**src/rtl/reset_sequencer_pkg.sv**
```systemverilog
// Shared definitions for the reset sequencer slice.
//   state_t   : sequencer FSM states
//   cause_t   : encoding of the latched reset cause (rst_cause)
//   cnt_width : counter width for a terminal count, never below 1 bit
package rst_pkg;

  typedef enum logic [2:0] {
    HOLD,
    WAIT_LOCK,
    STABILIZE,
    REL_SYS,
    REL_PERIPH,
    RUN
  } state_t;

  typedef logic [1:0] cause_t;

  localparam cause_t CAUSE_POR  = 2'd0;
  localparam cause_t CAUSE_LOCK = 2'd1;
  localparam cause_t CAUSE_BTN  = 2'd2;
  localparam cause_t CAUSE_WDT  = 2'd3;

  function automatic int cnt_width(input int n);
    return (n > 1) ? $clog2(n) : 1;
  endfunction

endpackage

```
**src/rtl/reset_sequencer_if.sv**
```systemverilog
// Status and control bundle between the reset sequencer and its environment.
//   pll_locked   : synchronized PLL lock flag (to sequencer)
//   btn_n_in     : raw push-button reset, active-low, bouncy (to sequencer)
//   wdt_kick     : watchdog kick pulse (to sequencer)
//   sys_rst_n    : core reset, active-low (from sequencer)
//   periph_rst_n : peripheral reset, active-low (from sequencer)
//   ready        : system running (from sequencer)
//   rst_cause    : cause of the last reset sequence (from sequencer)
// master = sequencer side, slave = environment side.
interface reset_sequencer_if;
  import rst_pkg::*;

  logic   pll_locked;
  logic   btn_n_in;
  logic   wdt_kick;
  logic   sys_rst_n;
  logic   periph_rst_n;
  logic   ready;
  cause_t rst_cause;

  modport master (
    input  pll_locked, btn_n_in, wdt_kick,
    output sys_rst_n, periph_rst_n, ready, rst_cause
  );

  modport slave (
    output pll_locked, btn_n_in, wdt_kick,
    input  sys_rst_n, periph_rst_n, ready, rst_cause
  );

endinterface

```
**src/rtl/reset_sequencer_btn_debounce.sv**
```systemverilog
// Push-button conditioner: 2-flop synchronizer, debounce counter, and a
// one-cycle request pulse on each filtered high-to-low transition.
//   clk     : clock
//   rst_n   : synchronous active-low reset
//   btn_n   : raw asynchronous button, active-low
//   btn_req : one-cycle pulse when the filtered button becomes pressed
module btn_debounce
  import rst_pkg::*;
#(
  parameter int DEBOUNCE_CYCLES = 65536
) (
  input  logic clk,
  input  logic rst_n,
  input  logic btn_n,
  output logic btn_req
);

  localparam int              CNT_W   = cnt_width(DEBOUNCE_CYCLES);
  localparam logic [CNT_W-1:0] CNT_MAX = CNT_W'(DEBOUNCE_CYCLES - 1);

  logic             sync_p0;
  logic             sync_p1;
  logic             filt;
  logic [CNT_W-1:0] cnt;

  always_ff @(posedge clk) begin
    if (!rst_n) begin
      sync_p0 <= 1'b1;
      sync_p1 <= 1'b1;
      filt    <= 1'b1;
      cnt     <= '0;
      btn_req <= 1'b0;
    end else begin
      // p0 -> p1: metastability settling
      sync_p0 <= btn_n;
      sync_p1 <= sync_p0;
      // p1 -> filtered: level must persist for the full count
      btn_req <= 1'b0;
      if (sync_p1 == filt) begin
        cnt <= '0;
      end else if (cnt == CNT_MAX) begin
        filt    <= sync_p1;
        cnt     <= '0;
        btn_req <= ~sync_p1;
      end else begin
        cnt <= cnt + 1'b1;
      end
    end
  end

endmodule

```
**src/rtl/reset_sequencer.sv**
```systemverilog
// Staged reset sequencer running on the PLL output clock. Holds the core and
// peripheral resets until the PLL has been locked for STABLE_CYCLES, releases
// the core reset, then the peripheral reset PERIPH_DELAY cycles later. Lock
// loss, a debounced button press or (optionally) a watchdog timeout restart
// the sequence and latch the cause.
//   clock_in : PLL output clock, all logic on posedge
//   rst_in   : synchronous active-low reset
//   io       : reset_sequencer_if.master (lock, button, kick in; resets,
//              ready, rst_cause out)
// Optional build macro RESET_SEQUENCER_WDT_EN adds the watchdog; without it
// wdt_kick is ignored and rst_cause never reads 3.
module reset_sequencer
  import rst_pkg::*;
#(
  parameter int STABLE_CYCLES   = 1024,
  parameter int DEBOUNCE_CYCLES = 65536,
  parameter int PERIPH_DELAY    = 256,
  parameter int WDT_CYCLES      = 16777216
) (
  input  logic                clock_in,
  input  logic                rst_in,
  reset_sequencer_if.master   io
);

  localparam int               STAB_W   = cnt_width(STABLE_CYCLES);
  localparam int               DLY_W    = cnt_width(PERIPH_DELAY);
  localparam logic [STAB_W-1:0] STAB_MAX = STAB_W'(STABLE_CYCLES - 1);
  localparam logic [DLY_W-1:0]  DLY_MAX  = DLY_W'(PERIPH_DELAY - 1);

  state_t            state;
  state_t            next_state;
  logic [STAB_W-1:0] stab_cnt;
  logic [DLY_W-1:0]  dly_cnt;
  logic              btn_req;
  logic              wdt_expire;
  logic              released;
  logic              fault;
  cause_t            fault_cause;

  btn_debounce #(
    .DEBOUNCE_CYCLES (DEBOUNCE_CYCLES)
  ) u_btn (
    .clk     (clock_in),
    .rst_n   (rst_in),
    .btn_n   (io.btn_n_in),
    .btn_req (btn_req)
  );

`ifdef RESET_SEQUENCER_WDT_EN
  localparam int              WDT_W   = cnt_width(WDT_CYCLES);
  localparam logic [WDT_W-1:0] WDT_MAX = WDT_W'(WDT_CYCLES - 1);

  logic [WDT_W-1:0] wdt_cnt;

  // Counts only while staying in RUN, so it reads 0 on RUN entry and
  // returns to 0 on the same edge a fault leaves RUN.
  always_ff @(posedge clock_in) begin
    if (!rst_in) begin
      wdt_cnt <= '0;
    end else if (state != RUN || next_state != RUN || io.wdt_kick) begin
      wdt_cnt <= '0;
    end else if (wdt_cnt != WDT_MAX) begin
      wdt_cnt <= wdt_cnt + 1'b1;
    end
  end

  assign wdt_expire = (state == RUN) && (wdt_cnt == WDT_MAX);
`else
  logic unused_wdt;
  assign unused_wdt = io.wdt_kick | (WDT_CYCLES == 0);
  assign wdt_expire = 1'b0;
`endif

  // Faults only matter once the core reset has been released; before that
  // the sequence is still holding everything in reset anyway.
  always_comb begin
    released    = (state == REL_SYS) || (state == REL_PERIPH) || (state == RUN);
    fault       = released && (!io.pll_locked || btn_req || wdt_expire);
    fault_cause = !io.pll_locked ? CAUSE_LOCK :
                  btn_req        ? CAUSE_BTN  : CAUSE_WDT;
    next_state  = state;
    if (fault) begin
      next_state = HOLD;
    end else begin
      case (state)
        HOLD:       next_state = WAIT_LOCK;
        WAIT_LOCK:  if (!btn_req && io.pll_locked) next_state = STABILIZE;
        STABILIZE: begin
          if (btn_req || !io.pll_locked) next_state = WAIT_LOCK;
          else if (stab_cnt == STAB_MAX) next_state = REL_SYS;
        end
        REL_SYS:    if (dly_cnt == DLY_MAX) next_state = REL_PERIPH;
        REL_PERIPH: next_state = RUN;
        RUN:        next_state = RUN;
        default:    next_state = HOLD;
      endcase
    end
  end

  // Outputs decode the next state so they change on the same edge as the
  // state register: resets fall together and release strictly in order.
  always_ff @(posedge clock_in) begin
    if (!rst_in) begin
      state           <= HOLD;
      stab_cnt        <= '0;
      dly_cnt         <= '0;
      io.sys_rst_n    <= 1'b0;
      io.periph_rst_n <= 1'b0;
      io.ready        <= 1'b0;
      io.rst_cause    <= CAUSE_POR;
    end else begin
      state <= next_state;

      if (state == STABILIZE && next_state == STABILIZE && stab_cnt != STAB_MAX)
        stab_cnt <= stab_cnt + 1'b1;
      else if (!(state == STABILIZE && next_state == STABILIZE))
        stab_cnt <= '0;

      if (state == REL_SYS && next_state == REL_SYS && dly_cnt != DLY_MAX)
        dly_cnt <= dly_cnt + 1'b1;
      else if (!(state == REL_SYS && next_state == REL_SYS))
        dly_cnt <= '0;

      io.sys_rst_n    <= (next_state == REL_SYS) || (next_state == REL_PERIPH) ||
                         (next_state == RUN);
      io.periph_rst_n <= (next_state == REL_PERIPH) || (next_state == RUN);
      io.ready        <= (next_state == RUN);

      if (fault)
        io.rst_cause <= fault_cause;
      else if (btn_req && !released)
        io.rst_cause <= CAUSE_BTN;
    end
  end

endmodule

```
**src/flat_wrapper.sv**
```systemverilog
// flat-port wrapper written by rule: the top's interface ports become plain ports
module reset_sequencer_flat import rst_pkg::*;
#(
  parameter int STABLE_CYCLES   = 1024,
  parameter int DEBOUNCE_CYCLES = 65536,
  parameter int PERIPH_DELAY    = 256,
  parameter int WDT_CYCLES      = 16777216
)
  (clock_in, rst_in, io_pll_locked, io_btn_n_in, io_wdt_kick, io_sys_rst_n, io_periph_rst_n, io_ready, io_rst_cause);
  reset_sequencer_if io_i ();
  input  logic clock_in;
  input  logic rst_in;
  input wire logic [$bits(io_i.pll_locked)-1:0] io_pll_locked;
  input wire logic [$bits(io_i.btn_n_in)-1:0] io_btn_n_in;
  input wire logic [$bits(io_i.wdt_kick)-1:0] io_wdt_kick;
  output wire logic [$bits(io_i.sys_rst_n)-1:0] io_sys_rst_n;
  output wire logic [$bits(io_i.periph_rst_n)-1:0] io_periph_rst_n;
  output wire logic [$bits(io_i.ready)-1:0] io_ready;
  output wire logic [$bits(io_i.rst_cause)-1:0] io_rst_cause;
  assign io_i.pll_locked = io_pll_locked;
  assign io_i.btn_n_in = io_btn_n_in;
  assign io_i.wdt_kick = io_wdt_kick;
  assign io_sys_rst_n = io_i.sys_rst_n;
  assign io_periph_rst_n = io_i.periph_rst_n;
  assign io_ready = io_i.ready;
  assign io_rst_cause = io_i.rst_cause;
  reset_sequencer #(.STABLE_CYCLES(STABLE_CYCLES), .DEBOUNCE_CYCLES(DEBOUNCE_CYCLES), .PERIPH_DELAY(PERIPH_DELAY), .WDT_CYCLES(WDT_CYCLES)) u_core (.clock_in(clock_in), .rst_in(rst_in), .io(io_i));
endmodule
```
**config.mk**
```make
export PLATFORM = sky130hd
export DESIGN_NAME = reset_sequencer_flat
export DESIGN_NICKNAME = d
export VERILOG_FILES = /design/src/rtl/reset_sequencer_pkg.sv /design/src/rtl/reset_sequencer_if.sv /design/src/rtl/reset_sequencer_btn_debounce.sv /design/src/rtl/reset_sequencer.sv /design/src/flat_wrapper.sv
export SDC_FILE = /design/constraint.sdc
export NUM_CORES = 1
export LEC_CHECK = 0
export BUFFER_PORTS_ARGS = -buffer_cell sky130_fd_sc_hd__buf_2
export CORE_AREA = 4 4 69 71
export DETAILED_ROUTE_END_ITERATION = 8
export DIE_AREA = 0 0 73 75
export GPL_TIMING_DRIVEN = 0
export PLACE_DENSITY = 0.67
export SKIP_CTS_REPAIR_TIMING = 1
export SYNTH_ARGS = -nofsm -noshare
export SYNTH_HDL_FRONTEND = slang
export SYNTH_SLANG_ARGS = --single-unit
```
**constraint.sdc**
```tcl
create_clock -name clock_in -period 1.8 [get_ports clock_in]
set_input_delay 0.36 -clock clock_in [delete_from_list [all_inputs] [get_ports clock_in]]
set_output_delay 0.36 -clock clock_in [all_outputs]
set_load 0.01 [all_outputs]
```
======== Word level (Yosys, flattened, before mapping) ========
Index checks and enable logic that the tools add are counted.
W data, S select, Z words.
word-level totals
  register bits ........................... 46
  bits in latches ......................... 0
  memory bits (writable) .................. 0
  bits in read-only memories .............. 0
  input bits .............................. 5
  output and inout bits ................... 5
  word-level logic and storage cells ...... 72
  memories ................................ 0
cells by class
  add/sub/neg operators ................... 3
  $mul .................................... 0
  divide/modulo/power cells ............... 0
  $lt $le $gt $ge ......................... 0
  eq/ne operators ......................... 17
  shifts and indexed selects .............. 0
  muxes and demuxes ....................... 14
  bitwise logic cells ..................... 4
  reduce and logical (&&, ||, !) cells .... 22
operator list
  operator                 count
  $mux W10                 2
  $add A16 B1 Y16 const B  1
  $eq A16 B16 Y1 const B   1
  $mux W8                  2
  $mux W3                  5
  $pmux W3 S5              1
  $eq A3 B2 Y1 const B     4
  $eq A3 B3 Y1 const B     4
  $add A10 B1 Y10 const B  1
  $eq A10 B10 Y1 const B   1
  $ne A10 B10 Y1 const B   1
  $add A8 B1 Y8 const B    1
  $eq A8 B8 Y1 const B     1
  $ne A8 B8 Y1 const B     1
  $logic_and A1 B1 Y1      7
  $logic_or A1 B1 Y1       6
  $mux W2                  3
  $reduce_or A3 Y1         2
  $ne A2 B2 Y1 const B     2
  $not A1 Y1               4
  $eq A3 B1 Y1 const B     1
  $logic_not A1 Y1         3
  $logic_not A3 Y1         1
  $reduce_and A2 Y1        1
  4 further kinds          4

======== Longest topological paths before layout ========
Gate-level depths: netlist of run 1.
  depth in word-level cells ............... 9
  gate-level depth with buffers ........... 7
  depth with buffers taken out ............ 5

======== By module ========
From an unflattened synthesis of run 1, not the netlist that was laid out.
second synthesis, totals
  cells, all modules ...................... 214
  area total of the unflattened synthesis .. 1,998.2 µm²
by module, submodules not included
  module           instances  cells an instance  area an instance (µm²)  seq. area each (µm²)
  reset_sequencer  1          124                1,117.3                 520.5
  btn_debounce     1          90                 880.8                   400.4

======== Worst setup path before layout of run 1 ========
Ideal clock, no wire load.
  path kind ............................... reg2reg
  start ................................... register u_core.u_btn.cnt[0]
  end ..................................... register u_core.u_btn.cnt[10]
  library setup time ...................... 115 ps
  arrival ................................. 1,730 ps
  required time ........................... 1,685 ps
  path slack .............................. -44 ps
  cell stages (with the launch flop) ...... 8
  buffers on the path ..................... 2
  period minus slack after synthesis ...... 1,844 ps
  path through ............................ dfxtp_1 ha_1 inv_1 or4_4 buf_6 o21ai_2 buf_4 nor2_1
on the way
  longest elaborated chain between the ends .. 2
  elaborated cells between the ends (all ways) .. 3
  classes of those cells .................. add/sub (1); eq/ne (1); reduce/logical (1)
RTL lines
  element                                                                  line                                RTL
  start, declared                                                          reset_sequencer_btn_debounce.sv:24  logic [CNT_W-1:0] cnt;
  start signal, assigned                                                   reset_sequencer_btn_debounce.sv:46  cnt <= cnt + 1'b1;
  parallel branches: the longest is 2 deep, another holds $add A16 B1 Y16  n/a
Several ways; the timed one is not identified.
A chain may end at the register's enable or synchronous reset.

======== Worst setup path in the final report of run 1 ========
  start ................................... register u_core.u_btn.cnt[0]
  end ..................................... register u_core.u_btn.cnt[14]
Same word-level chain as after synthesis.

==> reports/qor.txt, run 1 <==
FF/Latch Area: 933 um^2
most frequent cell after synthesis: dfxtp_1
First-pass DRT Iterations: 4
root buffer selected by CTS: clkbuf_8
DRC Markers: 0
ANT nets after route: 0
grt ovf: 0
Boundary Pins: 10
Worst setup SP type: register
Placer Congestion: 0.749
status: completed
fin. max-slew vios: 0
kind of critical path: register to register
Cell Area, Placed: 2110 um^2
main area contributors after synthesis: dfxtp_1, nor2_1, xnor2_1
top cell type's share of synthesized area: 46.1%
Worst Hold Class: input port to register
die height: 75 um
die width: 73 um
Diodes inserted: 0
vias after detailed routing: 1,579
Reg clk slew, reported paths: 0.08 ns
crit share post-route: 98.5%
Achievable Freq: 564 MHz
Core Area: 4230 um^2
CP Max Fanout: 8
DRT iter0 DRCs: 80
Synth Instances: 227
count of state elements after synthesis: 46
fill count: 400
clk_skew: 0.00530 ns
top_reg_cell synth: dfxtp_1
H-tree levels: 2
ys async rst share: 0%
WP data required: 2.03 ns
wire per inst: 11.2 um
clock buffer depth: 2
clock latency on the worst-skew pair: 0.29 ns
Multi-input gate area: 1030 um^2
first-pass GRT wire length: 5660 um
Syn Std Cell Area: 2000 um^2
vias in the first global route: 1,300
syn_nets: 235
register area share after synthesis: 46.1%
Initial Util: 47.2%
share of cells above drive strength 1: 17.2%
Nets: 257
Max Cap Violations: 0
Final HPWL DP: 2420 um
Vias/cell: 5.23
Critical Path End Type: register
worst vdd ir: 0.000297 V
multiplexer share of the synthesized area: 0%
Post-Synth Adder-Cell Area: 1.88%
EDFF count, synth: 0
Power per Cell Area: 745 nW/um^2
Slew HR: 69.0%
Synth Area in XOR/XNOR: 10.5%
min Tclk post-route: 1.77 ns
Post-Synth Simple-Gate Area: 29.4%
Final Hold Viols: 0
post-synthesis compound-gate area fraction: 8.45%
synthesized area per cell: 8.80 um^2
Final Hold Slack: 0.241 ns
post-layout util: 54.5%
standard-cell row count: 24
post-synth cell types: 42
routed wire length: 3380 um
initial antenna violation count: 0
die area: 5480 um^2
largest family of logic cells by synthesized area: simple AND/OR/NAND/NOR gates
Port-buffer cells: 7
most frequent cells after synthesis: dfxtp_1, nor2_1, nand2_1
Area Growth Syn to Fin: 15.4%
post-synthesis cell type with the largest combined area: dfxtp_1
leakage power total: 0.813 nW
WP data arrival: 2.00 ns
RSZ-0062 raised after global routing: true
Final Setup Violations: 0
Slew @ Worst Pin: 0.460 ns
# clock sinks: 46
fin area: 2310 um^2
largest net degree at the start of global routing: 15
Power Total: 1.72 mW
number of buffers created by CTS: 5
synth warn: 0
CTS tree: built
gr usage total: 13.1%
[worst max-delay path: stages, from the launching register on]
cell	delay, ns
dfxtp_4	0.38
ha_4	0.14
inv_1	0.05
or4_4	0.52
buf_6	0.15
or3_1	0.35
a21boi_1	0.12
[final cells by class]
cell class / instances / share of cell area [%]
Inverter: 10 / 1.63
Timing Repair Buffer: 16 / 4.61
Sequential cell: 46 / 40.5
Multi-Input combinational cell: 165 / 44.8
Clock buffer: 6 / 3.58
Buffer: 5 / 1.52
Tap cell: 52 / 2.82
Clock inverter: 2 / 0.543
[metrics by stage]
step | std cells | setup slack, ns | setup TNS (ns)
floorplan | 227 | 0.0261 | 0
global placement | 286 | -0.158 | -1.86
detailed placement | 286 | -0.146 | -1.93
CTS | 294 | -0.158 | -1.72
global route | 302 | -0.0185 | -0.0970
finish | 302 | 0.0266 | 0
[path summary, 6_finish.rpt]
kind	start	to	slack [ns]	cells after the start
worst max register to register	u_core.u_btn.cnt[0]$_SDFF_PP0_	u_core.u_btn.cnt[14]$_SDFF_PP0_	0.03	6
worst min-delay path	io_btn_n_in	u_core.u_btn.sync_p0$_SDFF_PN1_	0.24	2
worst min register to register	u_core.u_btn.sync_p0$_SDFF_PN1_	u_core.u_btn.sync_p1$_SDFF_PN1_	0.41	1
worst max-delay path	u_core.u_btn.cnt[0]$_SDFF_PP0_	u_core.u_btn.cnt[14]$_SDFF_PP0_	0.03	6
[logic make-up after synthesis]
kind of cell / Yosys count
compound gates: 25
flops: 46
buf+inv: 16
xor+xnor: 24
fa+ha+maj: 3
simple gates: 113
[state kept, by name, indices dropped and copies added, names as in the netlist]
name                    flops
u_core.state                3
u_core.u_btn.btn_req        1
u_core.io.sys_rst_n         1
u_core.io.ready             1
u_core.u_btn.cnt           16
u_core.stab_cnt            10
u_core.io.periph_rst_n      1
u_core.u_btn.sync_p0        1
u_core.dly_cnt              8
u_core.u_btn.filt           1
u_core.io.rst_cause         2
u_core.u_btn.sync_p1        1
[power breakdown]
| group | internal, mW | total (mW) | switching (mW) |
|---|---|---|---|
| logic | 0.0254 | 0.0549 | 0.0296 |
| clock network | 0.308 | 0.638 | 0.330 |
| registers | 1.02 | 1.03 | 0.00441 |
[cells in the final DEF (no fill, tap or decap), types with 3 or more instances in the layout]
cell / count
o21ai_0: 7
xor2_1: 11
nor3_1: 6
nor4_1: 5
xnor2_1: 13
dfxtp_1: 40
buf_4: 8
nand3_1: 11
nand3b_1: 3
nand2_1: 15
and4_1: 3
dfxtp_2: 4
a21oi_1: 4
nand4_1: 7
inv_1: 10
or3_1: 4
nor2_1: 38
buf_6: 3
clkbuf_8: 6
buf_2: 8
nand2b_1: 3
and2_1: 3
and3_1: 5
[routing by layer]
| layer | wire, um | global-route usage [%] | vias up |
|---|---|---|---|
| li1 | - | - | 824 |
| met1 | 1760 | 18.1 | 726 |
| met2 | 1450 | 19.0 | 22 |
| met3 | 124 | 4.41 | 7 |
| met4 | 52 | 4.92 | 0 |
| met5 | 0 | 0 | - |
(Power assumes the default switching activity.)
==> inputs of run 2 (changes only) <==
--- a/config.mk
+++ b/config.mk
@@ -5,10 +5,11 @@
 export SDC_FILE = /design/constraint.sdc
 export NUM_CORES = 1
 export LEC_CHECK = 0
+export ABC_AREA = 1
 export BUFFER_PORTS_ARGS = -buffer_cell sky130_fd_sc_hd__buf_2
-export CORE_AREA = 4 4 69 71
+export CORE_AREA = 4 4 72 74
 export DETAILED_ROUTE_END_ITERATION = 8
-export DIE_AREA = 0 0 73 75
+export DIE_AREA = 0 0 76 78
 export GPL_TIMING_DRIVEN = 0
 export PLACE_DENSITY = 0.67
 export SKIP_CTS_REPAIR_TIMING = 1
==> run 2 against run 1 <==
Clock skew is 0.00069 ns higher. Flip-flop and latch count stayed put. Utilization is 2.2 points lower. Synthesized area is 8.3% higher. Sequential power hardly changed. First-iteration DRC count is 29% lower. Sequential share of layout area is 2.1 points lower. Non-clock buffer count is 9 lower. Critical path type unchanged. Critical endpoint is now u_core.u_btn.cnt[4]$_SDFF_PP0_. Largest power group unchanged. Highest routed layer unchanged.
==> reports/qor.txt, run 2 <==
Slew @ Worst Pin: 0.413 ns (was 0.460 ns)
switching power: 0.407 mW (was 0.364 mW)
DRT iter0 DRCs: 57 (was 80)
synthesized area per cell: 7.56 um^2 (was 8.80 um^2)
Achievable Freq: 611 MHz (was 564 MHz)
Final Hold Viols: 0 (unchanged)
most used cell, CP: nor2_2
Internal Power: 1.47 mW (was 1.36 mW)
Syn Std Cell Area: 2160 um^2 (was 2000 um^2)
Power per Cell Area: 781 nW/um^2 (was 745 nW/um^2)
top_reg_cell synth: dfxtp_1 (unchanged)
# clock sinks: 46 (unchanged)
Worst setup SP type: register (unchanged)
ANT nets after route: 0 (unchanged)
clock power share: 40.4% (was 37.1%)
H-tree levels: 2 (unchanged)
Synth Instances: 286 (was 227)
wire per inst: 10.6 um (was 11.2 um)
RSZ-0062 raised after global routing: false (was true)
die height: 78 um (was 75 um)
number of buffers created by CTS: 5 (unchanged)
Vias/cell: 4.74 (was 5.23)
Initial Util: 47.0% (was 47.2%)
standard-cell row count: 25 (was 24)
Cell Area, Placed: 2270 um^2 (was 2110 um^2)
root buffer selected by CTS: clkbuf_8 (unchanged)
ys async rst share: 0% (unchanged)
die width: 76 um (was 73 um)
most common cell after layout, fill and taps aside: nand2_1 (was dfxtp_1)
min Tclk post-route: 1.64 ns (was 1.77 ns)
Buf+Inv Stages, Crit Path: 3 (was 2)
Final HPWL DP: 2870 um (was 2420 um)
most frequent cell after synthesis: nand2_1 (was dfxtp_1)
register area share after synthesis: 42.6% (was 46.1%)
switch share: 21.7% (was 21.2%)
main area contributors after synthesis: dfxtp_1, nand2_1, nor2_1 (was dfxtp_1, nor2_1, xnor2_1)
Core Area: 4600 um^2 (was 4230 um^2)
largest net degree at the start of global routing: 15 (unchanged)
Slowest-stage cell, CP: dfxtp_1 (was or4_4)
initial antenna violation count: 0 (unchanged)
First-pass DRT Iterations: 4 (unchanged)
crit share post-route: 91.0% (was 98.5%)
Max Cap Violations: 0 (unchanged)
fin. max-slew vios: 0 (unchanged)
Area Growth Syn to Fin: 11.0% (was 15.4%)
clk_skew: 0.00599 ns (was 0.00530 ns)
share of cells above drive strength 1: 17.8% (was 17.2%)
most frequent cells after synthesis: nand2_1, dfxtp_1, nor2_1 (was dfxtp_1, nor2_1, nand2_1)
registers with the most flip-flops: u_core.u_btn.cnt (16), u_core.stab_cnt (10), u_core.dly_cnt (8) (unchanged)
synth warn: 0 (unchanged)
Setup Total Neg Slack: 0 ns (unchanged)
status: completed (unchanged)
vias in the first global route: 1,613 (was 1,300)
Placer Congestion: 0.868 (was 0.749)
worst vdd ir: 0.000496 V (was 0.000297 V)
gr usage total: 14.1% (was 13.1%)
kind of critical path: register to register (unchanged)
Critical Path End Type: register (unchanged)
sequential share of power: 55.1% (was 59.7%)
vias after detailed routing: 1,696 (was 1,579)
post-synth cell types: 31 (was 42)
count of state elements after synthesis: 46 (unchanged)
combinational share of power: 4.5% (was 3.2%)
crit path cell chain: ha_1, nand3_1, inv_1, nand2_1, nor2_2, nor2_2, inv_2, buf_6, a21oi_1 (was ha_4, inv_1, or4_4, buf_6, or3_1, a21boi_1)
CTS tree: built (unchanged)
clock latency on the worst-skew pair: 0.30 ns (was 0.29 ns)
first-pass GRT wire length: 6830 um (was 5660 um)
clock buffer depth: 2 (unchanged)
Worst Hold Class: input port to register (unchanged)
EDFF count, synth: 0 (unchanged)
WP data required: 2.03 ns (about the same)
Final Setup Violations: 0 (unchanged)
WP data arrival: 1.87 ns (was 2.00 ns)
Port-buffer cells: 8 (was 7)
fin area: 2400 um^2 (was 2310 um^2)
Boundary Pins: 10 (unchanged)
DRC Markers: 0 (unchanged)
syn_nets: 294 (was 235)
routed wire length: 3800 um (was 3380 um)
leakage power total: 0.937 nW (was 0.813 nW)
top cell type's share of synthesized area: 42.6% (was 46.1%)
post-synthesis cell type with the largest combined area: dfxtp_1 (unchanged)
Diodes inserted: 0 (unchanged)
grt ovf: 0 (unchanged)
delay-heaviest family, CP: simple AND/OR/NAND/NOR gates (unchanged)
CP peak stage delay: 0.34 ns (was 0.52 ns)
commonest cells after routing, fill and taps aside: nand2_1, dfxtp_1, nor2_1 (was dfxtp_1, nor2_1, nand2_1)
CP Max Fanout: 10 (was 8)
Slew HR: 72.5% (was 69.0%)
die area: 5930 um^2 (was 5480 um^2)
Power Total: 1.87 mW (was 1.72 mW)
Reg clk slew, reported paths: 0.09 ns (was 0.08 ns)
max reg flops: 16 (unchanged)
Nets: 311 (was 257)
Biggest register: u_core.u_btn.cnt (unchanged)
==> run 2: cell count changes after synthesis, moves of 5 or more <==
cell | before | now
nand2_1 | 15 | 52
inv_1 | 10 | 33
nor2_2 | 0 | 12
nand3_1 | 11 | 18
xnor2_1 | 13 | 6
nand2_2 | 0 | 6
nor3_1 | 6 | 12
a21oi_1 | 4 | 9
and3_1 | 5 | 0
inv_2 | 0 | 5
nor4_1 | 5 | 0
==> run 2: cells by family after synthesis <==
kind of cell | after synthesis | synth area share (%)
AOI/OAI and AO/OA | 22 | 5.38
muxes | 1 | 0.463
xor gates and xnor gates | 13 | 5.26
and+or+nand+nor | 159 | 37.0
buffers and inverters | 42 | 7.63
DFF | 46 | 42.6
adders and majority gates | 3 | 1.74
==> run 2: layout make-up <==
type / instances / area (um^2)
Buffer: 2 / 15.0
Clock buffer: 6 / 72.6
Clock inverter: 2 / 37.5
Fill cell: 457 / 2200
Inverter: 40 / 150
Multi-Input combinational cell: 198 / 1080
Sequential cell: 46 / 921
Tap cell: 54 / 67.6
Timing Repair Buffer: 10 / 55.1
==> run 2: power groups by stage <==
stage / Combinational, mW / Clock, mW / Sequential (mW)
after floorplan: 0.0632 / 0 / 1.06
after detailed placement: 0.0850 / 0 / 1.06
final: 0.0841 / 0.757 / 1.03
after global placement: 0.0839 / 0 / 1.06
after CTS: 0.0852 / 0.791 / 1.03
after global routing: 0.0957 / 0.835 / 1.04
==> run 2: worst paths after layout <==
check | slack [ns] | from | end | depth (start not counted)
hold reg to reg | 0.42 | u_core.u_btn.sync_p0$_SDFF_PN1_ | u_core.u_btn.sync_p1$_SDFF_PN1_ | 1
setup / recovery | 0.16 | u_core.u_btn.cnt[0]$_SDFF_PP0_ | u_core.u_btn.cnt[4]$_SDFF_PP0_ | 9
setup reg to reg | 0.16 | u_core.u_btn.cnt[0]$_SDFF_PP0_ | u_core.u_btn.cnt[4]$_SDFF_PP0_ | 9
hold / removal | 0.25 | io_btn_n_in | u_core.u_btn.sync_p0$_SDFF_PN1_ | 2
==> run 2: routing by layer <==
metal | GRT usage (%) | vias to the layer above | routed length [um]
li1 | - | 936 | -
met1 | 16.3 | 737 | 1830
met2 | 24.7 | 18 | 1820
met3 | 4.29 | 5 | 115
met4 | 4.80 | 0 | 37
met5 | 0 | - | 0
==> run 2: stage by stage <==
step / setup WS [ns] / cells / hold WS [ns] / utilization [%]
after detailed placement: 0.152 / 348 / 0.408 / 49.4
after floorplan: 0.349 / 286 / 0.393 / -
after CTS: 0.137 / 356 / 0.234 / 51.8
after global placement: 0.186 / 348 / 0.407 / 49.4
after global routing: 0.0114 / 358 / 0.234 / 52.2
final: 0.163 / 358 / 0.248 / 52.2
